[src/rtl/ws2812_rx_if.sv]
// Signal bundle between the WS2812 pulse-width decoder and its consumer.
// The decoder uses the slave view; the stream source and checker use master.
interface ws2812_rx_if #(
  parameter int IDX_W = 8
);
  logic             din;
  logic [23:0]      pixel_data;
  logic             pixel_valid;
  logic [IDX_W-1:0] pixel_index;
  logic             frame_done;
  logic [IDX_W-1:0] frame_pixels;
  logic             bit_error;
  logic [7:0]       err_count;
  logic             busy;

  modport slave (
    input  din,
    output pixel_data, pixel_valid, pixel_index, frame_done,
    output frame_pixels, bit_error, err_count, busy
  );

  modport master (
    output din,
    input  pixel_data, pixel_valid, pixel_index, frame_done,
    input  frame_pixels, bit_error, err_count, busy
  );
endinterface

[src/rtl/ws2812_rx.sv]
// WS2812 NRZ decoder: classifies high-pulse widths into bits, assembles
// 24-bit GRB pixels MSB first and flags pixel/frame boundaries and errors.
module ws2812_rx #(
  parameter int THRESH_HI = 60,
  parameter int MIN_HIGH  = 20,
  parameter int MAX_HIGH  = 110,
  parameter int RESET_LOW = 5000,
  parameter int IDX_W     = 8
) (
  input logic        clock,
  input logic        reset,
  ws2812_rx_if.slave bus
);
  localparam int HW = $clog2(MAX_HIGH + 2);
  localparam int LW = $clog2(RESET_LOW + 1);
  localparam logic [HW-1:0] THR_H = HW'(THRESH_HI);
  localparam logic [HW-1:0] MIN_H = HW'(MIN_HIGH);
  localparam logic [HW-1:0] MAX_H = HW'(MAX_HIGH);
  localparam logic [LW-1:0] RL_M1 = LW'(RESET_LOW - 1);

  typedef enum logic [1:0] {IDLE, HIGH, LOW, STUCK} state_t;

  state_t           state_q, state_d;
  logic             sync1_q, ds_q, ds_prev_q, armed_q;
  logic [1:0]       settle_q;
  logic [HW-1:0]    hcnt_q, hcnt_d;
  logic [LW-1:0]    lcnt_q, lcnt_d;
  logic [4:0]       bitcnt_q, bitcnt_d;
  logic [IDX_W-1:0] pixcnt_q, pixcnt_d;
  logic [23:0]      shift_q, shift_d;
  logic             pix_valid_d, frame_done_d, bit_error_d;
  logic [23:0]      pix_data_q;
  logic             pix_valid_q, frame_done_q, bit_error_q, busy_q;
  logic [IDX_W-1:0] pix_index_q, frame_pixels_q;
  logic [7:0]       err_count_q;
  logic             rise, fall;

  // armed_q blocks a line that was already high when reset released
  assign rise = armed_q & ds_q & ~ds_prev_q;
  assign fall = ~ds_q & ds_prev_q;

  always_comb begin
    state_d      = state_q;
    hcnt_d       = hcnt_q;
    lcnt_d       = lcnt_q;
    bitcnt_d     = bitcnt_q;
    pixcnt_d     = pixcnt_q;
    shift_d      = shift_q;
    pix_valid_d  = 1'b0;
    frame_done_d = 1'b0;
    bit_error_d  = 1'b0;
    case (state_q)
      IDLE: begin
        if (rise) begin
          state_d  = HIGH;
          hcnt_d   = HW'(1);
          bitcnt_d = 5'd0;
          pixcnt_d = '0;
        end
      end
      HIGH: begin
        if (fall) begin
          if (hcnt_q < MIN_H) begin
            bit_error_d = 1'b1;
            bitcnt_d    = 5'd0;
          end else begin
            shift_d  = {shift_q[22:0], (hcnt_q >= THR_H)};
            bitcnt_d = bitcnt_q + 5'd1;
          end
          lcnt_d  = LW'(1);
          state_d = LOW;
        end else if (hcnt_q == MAX_H) begin
          bit_error_d = 1'b1;
          bitcnt_d    = 5'd0;
          state_d     = STUCK;
        end else begin
          hcnt_d = hcnt_q + HW'(1);
        end
      end
      LOW: begin
        if (bitcnt_q == 5'd24) begin
          pix_valid_d = 1'b1;
          bitcnt_d    = 5'd0;
          if (!(&pixcnt_q)) pixcnt_d = pixcnt_q + IDX_W'(1);
        end
        if (rise) begin
          state_d = HIGH;
          hcnt_d  = HW'(1);
        end else if (lcnt_q == RL_M1) begin
          frame_done_d = 1'b1;
          bit_error_d  = (bitcnt_q != 5'd0);
          bitcnt_d     = 5'd0;
          state_d      = IDLE;
        end else begin
          lcnt_d = lcnt_q + LW'(1);
        end
      end
      STUCK: begin
        if (!ds_q) begin
          state_d = LOW;
          lcnt_d  = LW'(1);
        end
      end
      default: state_d = IDLE;
    endcase
  end

  always_ff @(posedge clock) begin
    if (reset) begin
      state_q        <= IDLE;
      sync1_q        <= 1'b0;
      ds_q           <= 1'b0;
      ds_prev_q      <= 1'b0;
      settle_q       <= 2'b00;
      armed_q        <= 1'b0;
      hcnt_q         <= '0;
      lcnt_q         <= '0;
      bitcnt_q       <= 5'd0;
      pixcnt_q       <= '0;
      shift_q        <= 24'd0;
      pix_data_q     <= 24'd0;
      pix_valid_q    <= 1'b0;
      pix_index_q    <= '0;
      frame_done_q   <= 1'b0;
      frame_pixels_q <= '0;
      bit_error_q    <= 1'b0;
      err_count_q    <= 8'd0;
      busy_q         <= 1'b0;
    end else begin
      state_q      <= state_d;
      sync1_q      <= bus.din;
      ds_q         <= sync1_q;
      ds_prev_q    <= ds_q;
      settle_q     <= {settle_q[0], 1'b1};
      // settle_q[1] marks the first cycle ds_q carries a real pin sample
      armed_q      <= armed_q | (settle_q[1] & ~ds_q);
      hcnt_q       <= hcnt_d;
      lcnt_q       <= lcnt_d;
      bitcnt_q     <= bitcnt_d;
      pixcnt_q     <= pixcnt_d;
      shift_q      <= shift_d;
      pix_valid_q  <= pix_valid_d;
      frame_done_q <= frame_done_d;
      bit_error_q  <= bit_error_d;
      busy_q       <= (state_q != IDLE);
      if (pix_valid_d) begin
        pix_data_q  <= shift_q;
        pix_index_q <= pixcnt_q;
      end
      if (frame_done_d) frame_pixels_q <= pixcnt_q;
      if (bit_error_d && !(&err_count_q)) err_count_q <= err_count_q + 8'd1;
    end
  end

  assign bus.pixel_data   = pix_data_q;
  assign bus.pixel_valid  = pix_valid_q;
  assign bus.pixel_index  = pix_index_q;
  assign bus.frame_done   = frame_done_q;
  assign bus.frame_pixels = frame_pixels_q;
  assign bus.bit_error    = bit_error_q;
  assign bus.err_count    = err_count_q;
  assign bus.busy         = busy_q;
endmodule

[src/flat_wrapper.sv]
// flat-port wrapper written by rule: the top's interface ports become plain ports
module ws2812_rx_flat 
#(
  parameter int THRESH_HI = 60,
  parameter int MIN_HIGH  = 20,
  parameter int MAX_HIGH  = 110,
  parameter int RESET_LOW = 5000,
  parameter int IDX_W     = 8
)
  (clock, reset, bus_din, bus_pixel_data, bus_pixel_valid, bus_pixel_index, bus_frame_done, bus_frame_pixels, bus_bit_error, bus_err_count, bus_busy);
  ws2812_rx_if #(.IDX_W(IDX_W)) bus_i ();
  input logic clock;
  input logic reset;
  input wire logic [$bits(bus_i.din)-1:0] bus_din;
  output wire logic [$bits(bus_i.pixel_data)-1:0] bus_pixel_data;
  output wire logic [$bits(bus_i.pixel_valid)-1:0] bus_pixel_valid;
  output wire logic [$bits(bus_i.pixel_index)-1:0] bus_pixel_index;
  output wire logic [$bits(bus_i.frame_done)-1:0] bus_frame_done;
  output wire logic [$bits(bus_i.frame_pixels)-1:0] bus_frame_pixels;
  output wire logic [$bits(bus_i.bit_error)-1:0] bus_bit_error;
  output wire logic [$bits(bus_i.err_count)-1:0] bus_err_count;
  output wire logic [$bits(bus_i.busy)-1:0] bus_busy;
  assign bus_i.din = bus_din;
  assign bus_pixel_data = bus_i.pixel_data;
  assign bus_pixel_valid = bus_i.pixel_valid;
  assign bus_pixel_index = bus_i.pixel_index;
  assign bus_frame_done = bus_i.frame_done;
  assign bus_frame_pixels = bus_i.frame_pixels;
  assign bus_bit_error = bus_i.bit_error;
  assign bus_err_count = bus_i.err_count;
  assign bus_busy = bus_i.busy;
  ws2812_rx #(.THRESH_HI(THRESH_HI), .MIN_HIGH(MIN_HIGH), .MAX_HIGH(MAX_HIGH), .RESET_LOW(RESET_LOW), .IDX_W(IDX_W)) u_core (.clock(clock), .reset(reset), .bus(bus_i));
endmodule
[config.mk]
export PLATFORM = sky130hd
export DESIGN_NAME = ws2812_rx_flat
export DESIGN_NICKNAME = d
export VERILOG_FILES = /design/src/rtl/ws2812_rx_if.sv /design/src/rtl/ws2812_rx.sv /design/src/flat_wrapper.sv
export SDC_FILE = /design/constraint.sdc
export NUM_CORES = 1
export LEC_CHECK = 0
export CORE_MARGIN = 2
export CORE_UTILIZATION = 60
export DETAILED_ROUTE_END_ITERATION = 16
export PLACE_DENSITY = 0.9
export SYNTH_ARGS = -nofsm -noshare
export SYNTH_HDL_FRONTEND = slang
export SYNTH_SLANG_ARGS = --single-unit
export TNS_END_PERCENT = 20
[constraint.sdc]
create_clock -name clock -period 6.3 [get_ports clock]
set_input_delay 1.26 -clock clock [delete_from_list [all_inputs] [get_ports clock]]
set_output_delay 1.26 -clock clock [all_outputs]
set_load 0.02 [all_outputs]
==> qor.csv <==
metric,value,unit
run status,completed,
area post-placement,0.00563,mm^2
setup bufs post-CTS,0,
Antenna Cells,0,
Post-synth top cells,"137 x nand2_1, 117 x dfxtp_1, 88 x a21oi_1, 31 x nor2_1, 25 x clkbuf_1",
Die Height,96.1,um
DR WL/cell,15.5,um
"critical path fanouts, max",16,
share of power burned in registers,41.2,%
"Clk pin slew, worst setup/hold paths",60,ps
clock latency at the later pin of the worst-skew pair,520,ps
pre-CTS setup slack,3160,ps
clk root buf,clkbuf_8,
Critical Path AT,3500,ps
Max clock buf depth,2,
relative slew slack,18.9,%
Pint,1.35,mW
M3 GR Usage,6.34,%
antenna violations before repair,0,
Initial Util,62.0,%
GP Congestion,0.905,
maximum VDD drop,0.253,mV
Initial DRC Count,390,
area share of and/or/nand/nor cells after synthesis,24.7,%
CTS tree,built,
Most Crowded Layer GR,met2,
global-route usage over all layers,27.2,%
Congestion Overflow GR,0,
Yosys top cell by area,dfxtp_1,
DIE AREA,0.00924,mm^2
Post-DRT Antenna Nets,0,
H-tree depth,4,
Via Count,4675,
# rows,33,
Mapped Area,0.00509,mm^2
vias in the first global route,4375,
CP Launch Type,flip-flop,
leak pwr,2.12,nW
GRT met1 Usage,34.1,%
Max Slew Vio Count,0,
most common cell in the synthesized netlist,nand2_1,
Yosys cell types,55,
Reg2Reg Launch Point,u_core.state_q[1],
Max Clk Rate,329,MHz
Tmin final,3040,ps
first-pass GRT wire length,19.9,mm
Final Util,75.8,%
Hold Path Depth,2,
P per Cell Area,293,mW/mm^2
Critical path origin,u_core.state_q[1],
compound-gate portion of the synthesized area,17.4,%
routing usage on met2,45.3,%
hold_buf cts,0,
cell area after layout,0.00622,mm^2
top post-synthesis cells by area,"dfxtp_1 46%, nand2_1 10%, a21oi_1 8.7%, ha_1 3.2%, mux2i_1 2.6%",
placed insts,743,
MaxCap Viol Count,0,
Post-Synth Adder-Cell Area,3.19,%
Switching Share,25.9,%
Ports,55,
Nets,673,
Die W,96.1,um
Routed WL,12.0,mm
DP Wirelength,7.32,mm
Reg2Reg Capture Point,u_core.lcnt_q[4],
Final TNS setup,0,ps
Critical Path Sink,u_core.lcnt_q[4],
P_sw,473,uW
clock skew,8.58,ps
Final Power,1.83,mW
Filler cells,547,
xor and xnor area share after synthesis,0.688,%
Finish-stage setup viols,0,
Clock Power Share,53.4,%
TritonCTS Buffers,17,
Crit Path Category,reg2reg,
RSZ-0062 raised after global routing,no,
Area Growth Syn to Fin,22.3,%
Combinational Power Share,5.5,%
I/O Buffers,54,
largest net degree at the start of global routing,103,
final hold vios,0,
post-synthesis async set-or-reset flop share,0,%
syn_nets,633,
post_cts resized,0,
"non-filler cells, final",775,
"Primary FF master, synth",dfxtp_1,
DRT Pass-1 Iters,5,
mux cell area share after synthesis,3.88,%
CP required,6760,ps
hold_ws,455,ps
syn avg cell area,8.25,um^2
register bit total from synthesis,117,
final setup margin,3260,ps
Synth Instances,617,
Core Box Area,0.00822,mm^2
post-synth top area share,46.0,%
"Warnings, synthesis",0,
number of synthesized flops with an enable pin,0,
ratio of cells with drive above 1 in the final layout,7.76,%
crit path capture type,flip-flop,
"Seq/Total Area, Yosys",46.0,%
vias per inst,6.03,
largest family of logic cells by synthesized area,simple AND/OR/NAND/NOR gates,
Tightest Pin Transition,1210,ps
Worst Reg-to-Reg Cells,7,
R2R setup slack,3260,ps
clock sinks,117,
hold crit path type,reg2reg,
Final period util,48.3,%
Remaining DRCs,0,
registers in the layout, summed over array words and instances, names as in the netlist, 2 cells and up:
| name | count |
|---|---|
| u_core.shift_q | 24 |
| u_core.bitcnt_q | 5 |
| u_core.bus.pixel_index | 8 |
| u_core.pixcnt_q | 8 |
| u_core.state_q | 2 |
| u_core.hcnt_q | 7 |
| u_core.settle_q | 2 |
| u_core.bus.err_count | 8 |
| u_core.bus.frame_pixels | 8 |
| u_core.lcnt_q | 13 |
| u_core.bus.pixel_data | 24 |
worst min-delay path by stage:
| stage | from | endpoint | slack [ps] |
|---|---|---|---|
| 5_1_grt | u_core.settle_q[0] | u_core.settle_q[1] | 470 |
| 3_3_place_gp | u_core.settle_q[0] | u_core.settle_q[1] | 420 |
| 6_report | u_core.shift_q[23] | u_core.bus.pixel_data[23] | 450 |
| 4_1_cts | u_core.bus.pixel_index[4] | u_core.bus.pixel_index[4] | 460 |
| 3_5_place_dp | u_core.sync1_q | u_core.ds_q | 430 |
| 2_1_floorplan | u_core.sync1_q | u_core.ds_q | 410 |
worst max-delay path, cell delays in order, from the launching register on:
cell	delay [ps]
dfxtp_1	340
inv_1	120
ha_1	370
nand2b_1	150
a21oi_1	880
o21ai_1	430
or4_1	600
nand2_1	80
power groups by stage:
stage / Clock [mW] / Sequential [mW] / Combinational (mW)
after floorplan: 0 / 0.768 / 0.0729
after global placement: 0 / 0.768 / 0.0907
after detailed placement: 0 / 0.768 / 0.0958
after CTS: 0.979 / 0.752 / 0.0982
after global routing: 1.01 / 0.752 / 0.110
final: 0.975 / 0.752 / 0.100
layer usage:
metal / vias to the layer above / wire (um)
li1: 2236 / -
met1: 2196 / 5090
met3: 37 / 783
met2: 206 / 5930
met4: 0 / 237
met5: - / 0
kinds of logic after synthesis:
logic type / after synthesis
compound gates: 148
xor+xnor: 4
fa+ha+maj: 13
buf+inv: 51
flops: 117
mux: 19
simple gates: 265
cells in the final DEF, fill, tap and decap left out, types with 13 or more instances in the layout:
master	synthesis	layout
inv_1	15	15
clkdlybuf4s50_1	0	53
ha_1	13	13
clkbuf_16	0	16
nand3_1	14	14
nand2_1	137	137
mux2i_1	13	13
nor2_1	31	30
dfxtp_1	117	117
a21oi_1	88	88
layout make-up:
class | instances | area (um^2) | share of cell area, %
repair buffers | 56 | 551 | 8.84
clock inverters | 15 | 180 | 2.89
clock buffers | 17 | 414 | 6.65
flip-flops and latches | 117 | 2340 | 37.6
inverters | 16 | 60.1 | 0.965
multi-input cells | 449 | 2550 | 40.9
well taps | 105 | 131 | 2.11
(Power assumes the default switching activity.)
